<file path="config.mk">
export PLATFORM = sky130hd
export DESIGN_NAME = bubbledrive8_flash_arbiter
export DESIGN_NICKNAME = d
export VERILOG_FILES = /design/src/rtl/bubbledrive8_flash_arbiter.sv
export SDC_FILE = /design/constraint.sdc
export NUM_CORES = 1
export LEC_CHECK = 0
export ABC_AREA = 1
export CAP_MARGIN = 20
export CORE_ASPECT_RATIO = 0.75
export CORE_MARGIN = 3
export CORE_UTILIZATION = 50
export CTS_CLUSTER_DIAMETER = 30
export DETAILED_ROUTE_END_ITERATION = 10
export GPL_TIMING_DRIVEN = 0
export PLACE_DENSITY_LB_ADDON = 0.1
export REMOVE_ABC_BUFFERS = 1
export SLEW_MARGIN = 20
export SYNTH_ARGS = -nofsm -noshare
export SYNTH_HDL_FRONTEND = slang
export SYNTH_SLANG_ARGS = --single-unit
</file>
<file path="constraint.sdc">
create_clock -name MCLK -period 2.9 [get_ports MCLK]
set_input_delay 0.435 -clock MCLK [delete_from_list [all_inputs] [get_ports MCLK]]
set_output_delay 0.435 -clock MCLK [all_outputs]
set_load 0.005 [all_outputs]
</file>
<file path="src/rtl/bubbledrive8_flash_arbiter.sv">
// Two-master arbiter for the shared SPI flash pins: emulator has fixed priority,
// grants are never pre-empted, and a chip-select guard gap separates owners.
module bubbledrive8_flash_arbiter #(
  parameter int GUARD_CYCLES = 3,
  parameter int MAX_WAIT     = 4800
) (
  input  logic MCLK,
  input  logic nRESET,
  input  logic nEMUREQ,
  output logic nEMUGNT,
  input  logic EMU_nCS,
  input  logic EMU_CLK,
  input  logic EMU_IO0,
  input  logic nUSBREQ,
  output logic nUSBGNT,
  input  logic USB_nCS,
  input  logic USB_CLK,
  input  logic USB_IO0,
  output logic nROMCS,
  output logic ROMCLK,
  output logic ROMIO0_O,
  output logic ROMIO0_OE,
  output logic EMUSTARVE
);

  typedef enum logic [1:0] {
    IDLE    = 2'd0,
    GNT_EMU = 2'd1,
    GNT_USB = 2'd2,
    GUARD   = 2'd3
  } state_t;

  localparam int GW = (GUARD_CYCLES > 1) ? $clog2(GUARD_CYCLES) : 1;
  localparam logic [GW-1:0] GUARD_LAST = GW'(GUARD_CYCLES - 1);
  localparam logic [12:0]   WAIT_MAX   = 13'(MAX_WAIT);

  state_t        state_q, state_d;
  state_t        pick;
  logic [GW-1:0] guard_q, guard_d;
  logic [12:0]   wait_q, wait_d;
  logic          starve_q, starve_d;
  logic          emu_gnt_q, emu_gnt_d;
  logic          usb_gnt_q, usb_gnt_d;

  // Priority decision used both from IDLE and on the last guard cycle.
  always_comb begin
    pick = IDLE;
    if (!nEMUREQ) begin
      pick = GNT_EMU;
    end else if (!nUSBREQ) begin
      pick = GNT_USB;
    end
  end

  always_comb begin
    state_d = state_q;
    guard_d = guard_q;
    case (state_q)
      IDLE: begin
        state_d = pick;
      end
      GNT_EMU: begin
        if (nEMUREQ && EMU_nCS) begin
          state_d = GUARD;
          guard_d = GUARD_LAST;
        end
      end
      GNT_USB: begin
        if (nUSBREQ && USB_nCS) begin
          state_d = GUARD;
          guard_d = GUARD_LAST;
        end
      end
      GUARD: begin
        if (guard_q == '0) begin
          state_d = pick;
        end else begin
          guard_d = guard_q - GW'(1);
        end
      end
      default: begin
        state_d = IDLE;
      end
    endcase
  end

  always_comb begin
    emu_gnt_d = (state_d == GNT_EMU);
    usb_gnt_d = (state_d == GNT_USB);
  end

  // Entering GNT_EMU clears the count on the same edge, so key off the next state.
  always_comb begin
    wait_d = '0;
    if (!nEMUREQ && (state_d != GNT_EMU)) begin
      wait_d = (wait_q >= WAIT_MAX) ? WAIT_MAX : (wait_q + 13'd1);
    end
    starve_d = starve_q | (wait_d == WAIT_MAX);
  end

  always_ff @(posedge MCLK or negedge nRESET) begin
    if (!nRESET) begin
      state_q   <= IDLE;
      guard_q   <= '0;
      wait_q    <= '0;
      starve_q  <= 1'b0;
      emu_gnt_q <= 1'b0;
      usb_gnt_q <= 1'b0;
    end else begin
      state_q   <= state_d;
      guard_q   <= guard_d;
      wait_q    <= wait_d;
      starve_q  <= starve_d;
      emu_gnt_q <= emu_gnt_d;
      usb_gnt_q <= usb_gnt_d;
    end
  end

  // Owner pins pass through combinationally; otherwise the bus sits at idle levels.
  always_comb begin
    nROMCS    = 1'b1;
    ROMCLK    = 1'b0;
    ROMIO0_O  = 1'b0;
    ROMIO0_OE = 1'b0;
    if (emu_gnt_q) begin
      nROMCS    = EMU_nCS;
      ROMCLK    = EMU_CLK;
      ROMIO0_O  = EMU_IO0;
      ROMIO0_OE = 1'b1;
    end else if (usb_gnt_q) begin
      nROMCS    = USB_nCS;
      ROMCLK    = USB_CLK;
      ROMIO0_O  = USB_IO0;
      ROMIO0_OE = 1'b1;
    end
  end

  assign nEMUGNT   = ~emu_gnt_q;
  assign nUSBGNT   = ~usb_gnt_q;
  assign EMUSTARVE = starve_q;

endmodule

</file>
==> flow_metrics.env <==
export IMPL_cp_arrival_ps=1550
export IMPL_max_stage_delay_ps=490
export IMPL_die_area_um2=3020
export IMPL_port_buffer_count=16
export IMPL_finClkSkew_ps=6.50
export IMPL_max_slew_margin_rel_pct=41.8
export IMPL_yosysSeqAreaShare_pct=41.8
export IMPL_area_growth_synth_to_final_pct=18.2
export IMPL_most_common_layout_cells="sky130_fd_sc_hd__nand2_1 (41), sky130_fd_sc_hd__inv_1 (23), sky130_fd_sc_hd__nor2_1 (21)"
export IMPL_global_route_overflow_total=0
export IMPL_power_static_leakage_nw=0.700
export IMPL_place_detailed_hpwl_um=1970
export IMPL_dpl_instance_area_um2=1390
export IMPL_post_route_cells_drive_above_1_share_pct=8.74
export IMPL_grt_setup_unrepaired="no"
export IMPL_post_cts_resized=0
export IMPL_clock_path_buffers=2
export IMPL_pwr_density_cell_nw_per_um2=637
export IMPL_cpMaxStageDelayCell="sky130_fd_sc_hd__clkdlybuf4s50_1"
export IMPL_path_max_fanout=2
export IMPL_clock_tree_from_tritoncts="done"
export IMPL_core_area_um2=2140
export IMPL_post_drt_wl_per_cell_um=11.9
export IMPL_worstSetupPathType="input port to output port"
export IMPL_synth_warnings=0
export IMPL_globalplace_congestion=0.837
export IMPL_worst_ir_drop_vdd_uv=412
export IMPL_layout_commonest_cell="sky130_fd_sc_hd__nand2_1"
export IMPL_post_cts_repair_setup_buffers=0
export IMPL_post_synth_instance_area_um2=1200
export IMPL_filler_cell_count=206
export IMPL_start_kind="input port"
export IMPL_grt_total_usage_pct=18.6
export IMPL_fin_hold_ws_ps=477
export IMPL_count_of_maximum_capacitance_violations=0
export IMPL_grt_antenna_before_repair=0
export IMPL_slew_viol_final=0
export IMPL_grt_pass1_vias=1055
export IMPL_min_delay_path_class="flip-flop to flip-flop"
export IMPL_final_hold_violation_count=0
export IMPL_layout_min_cycle_time_ps=1990
export IMPL_cts_made_buffers=3
export IMPL_postLayoutCellArea_um2=1410
export IMPL_clock_root_buffer="sky130_fd_sc_hd__clkbuf_4"
export IMPL_cts_htree_levels=1
export IMPL_critPathCaptureType="output port"
export IMPL_route_detailed_vias_per_inst=5.15
export IMPL_timing_critical_path_required_ps=2470
export IMPL_synth_seq_cells=20
export IMPL_grt_pass1_wl_um=4620
export IMPL_timing_critical_path_cells="clkdlybuf4s50_1 > o21ai_0 > nand2_1 > clkdlybuf4s50_1"
export IMPL_post_synth_cell_area_avg_um2=7.25
export IMPL_clk_transition_reported_paths_ps=100
export IMPL_route_detailed_drc=0
export IMPL_initialDrtViolationCount=65
export IMPL_antenna_left=0
export IMPL_number_of_sinks_on_the_clock_net=20
export IMPL_netlist_instances=165
export IMPL_tns_ps=0
export IMPL_initial_core_util_pct=56.0
export IMPL_grt_start_max_net_pins=21
export IMPL_crit_path_top_cell_by_count="sky130_fd_sc_hd__clkdlybuf4s50_1"
export IMPL_die_x_um=62.5
export IMPL_postCtsHoldBufs=0
export IMPL_slew_of_the_pin_with_the_lowest_slew_margin_ps=871
export IMPL_final_period_utilization_pct=68.5
export IMPL_floorplan_die_height_um=48.4
export IMPL_detail_route_first_pass_iterations=4
export IMPL_fmax_mhz=504
export IMPL_clk_insertion_delay_late_ps=300
export IMPL_setup_viol_count_final=0
export IMPL_synth_cell_types=25
export IMPL_rrSetupSlack_ps=1050
export IMPL_dr_vias=1108
export IMPL_postRouteWirelength_um=2560
export IMPL_diodes_inserted=0
export IMPL_rows=14
export IMPL_num_nets_final=198
export IMPL_top_level_ports=17
export IMPL_status="finished clean"
## layout make-up
cell class | instances | area [um2] | area share, %
tap | 32 | 40.0 | 2.83
inverter | 25 | 93.8 | 6.64
clock buffer | 3 | 22.5 | 1.59
timing repair buffer | 16 | 160 | 11.3
multi-input combinational | 119 | 597 | 42.2
sequential | 20 | 500 | 35.4
## sequential cells by signal (all words and copies together) (netlist names)
signal and cells:
wait_q 13, guard_q 2, state_q 2, EMUSTARVE 1, emu_gnt_q 1, usb_gnt_q 1
## per-layer routing
metal | wire length [um] | vias to the layer above | part of all wire, % | track usage, %
met4 | 19 | 0 | 0.74 | 4.40
met5 | 0 | - | 0 | 0
met3 | 195 | 4 | 7.6 | 5.32
li1 | - | 566 | - | -
met2 | 1100 | 26 | 43 | 28.3
met1 | 1240 | 512 | 49 | 26.1
## cells in the mapped netlist (all sizes together)
library cell | number | area [um2]
buf | 1 | 5.00
or2 | 3 | 18.8
dfrtp | 20 | 500
ha | 3 | 37.5
o21ai | 7 | 38.8
nand3b | 1 | 7.51
a21oi | 3 | 18.8
nand4 | 4 | 25.0
inv | 25 | 93.8
a31oi | 3 | 18.8
a22o | 2 | 17.5
nand2 | 44 | 173
nor3 | 1 | 5.00
nand3 | 21 | 110
nor2 | 25 | 109
xor2 | 2 | 17.5
## cell families after synthesis
family                   Yosys count  synth area share (%)
AO/OA/AOI/OAI                     15                  7.85
XOR/XNOR                           2                  1.46
AND/OR/NAND/NOR                   99                  37.4
buffers and inverters             26                  8.26
flip-flops                        20                  41.8
adder cells (fa/ha/maj)            3                  3.14
## power by group
group,internal (W),switching (W),leakage (nW)
combinational,0.000170,0.000217,0.426
sequential,0.000331,0.0000522,0.260
clock,0.0000485,0.0000817,0.0138
## metrics by stage
stage	setup slack (ps)	total power, W	cells	util [%]
global route	812	0.000990	215	66.2
detailed placement	740	0.000776	212	65.1
finish	914	0.000900	215	66.2
floorplan	1410	0.000631	164	-
global placement	739	0.000760	212	65.1
CTS	915	0.000911	215	66.2
## final timing paths
check                           startpoint   endpoint  depth (start not counted)
worst max-delay path               USB_nCS     nROMCS                          4
worst min-delay path             EMUSTARVE  EMUSTARVE                          2
worst max register to register   wait_q[0]  EMUSTARVE                         12
worst min register to register   EMUSTARVE  EMUSTARVE                          2
max in group asynchronous           nRESET  EMUSTARVE                          1
min in group asynchronous           nRESET  wait_q[7]                          1
## critical path, delay by kind of cell
| kind | cells | cell delay, ps |
|---|---|---|
| simple gates | 1 | 60 |
| buf+inv | 2 | 970 |
| compound gates | 1 | 90 |
No activity file was read; power rests on OpenSTA's default activity.
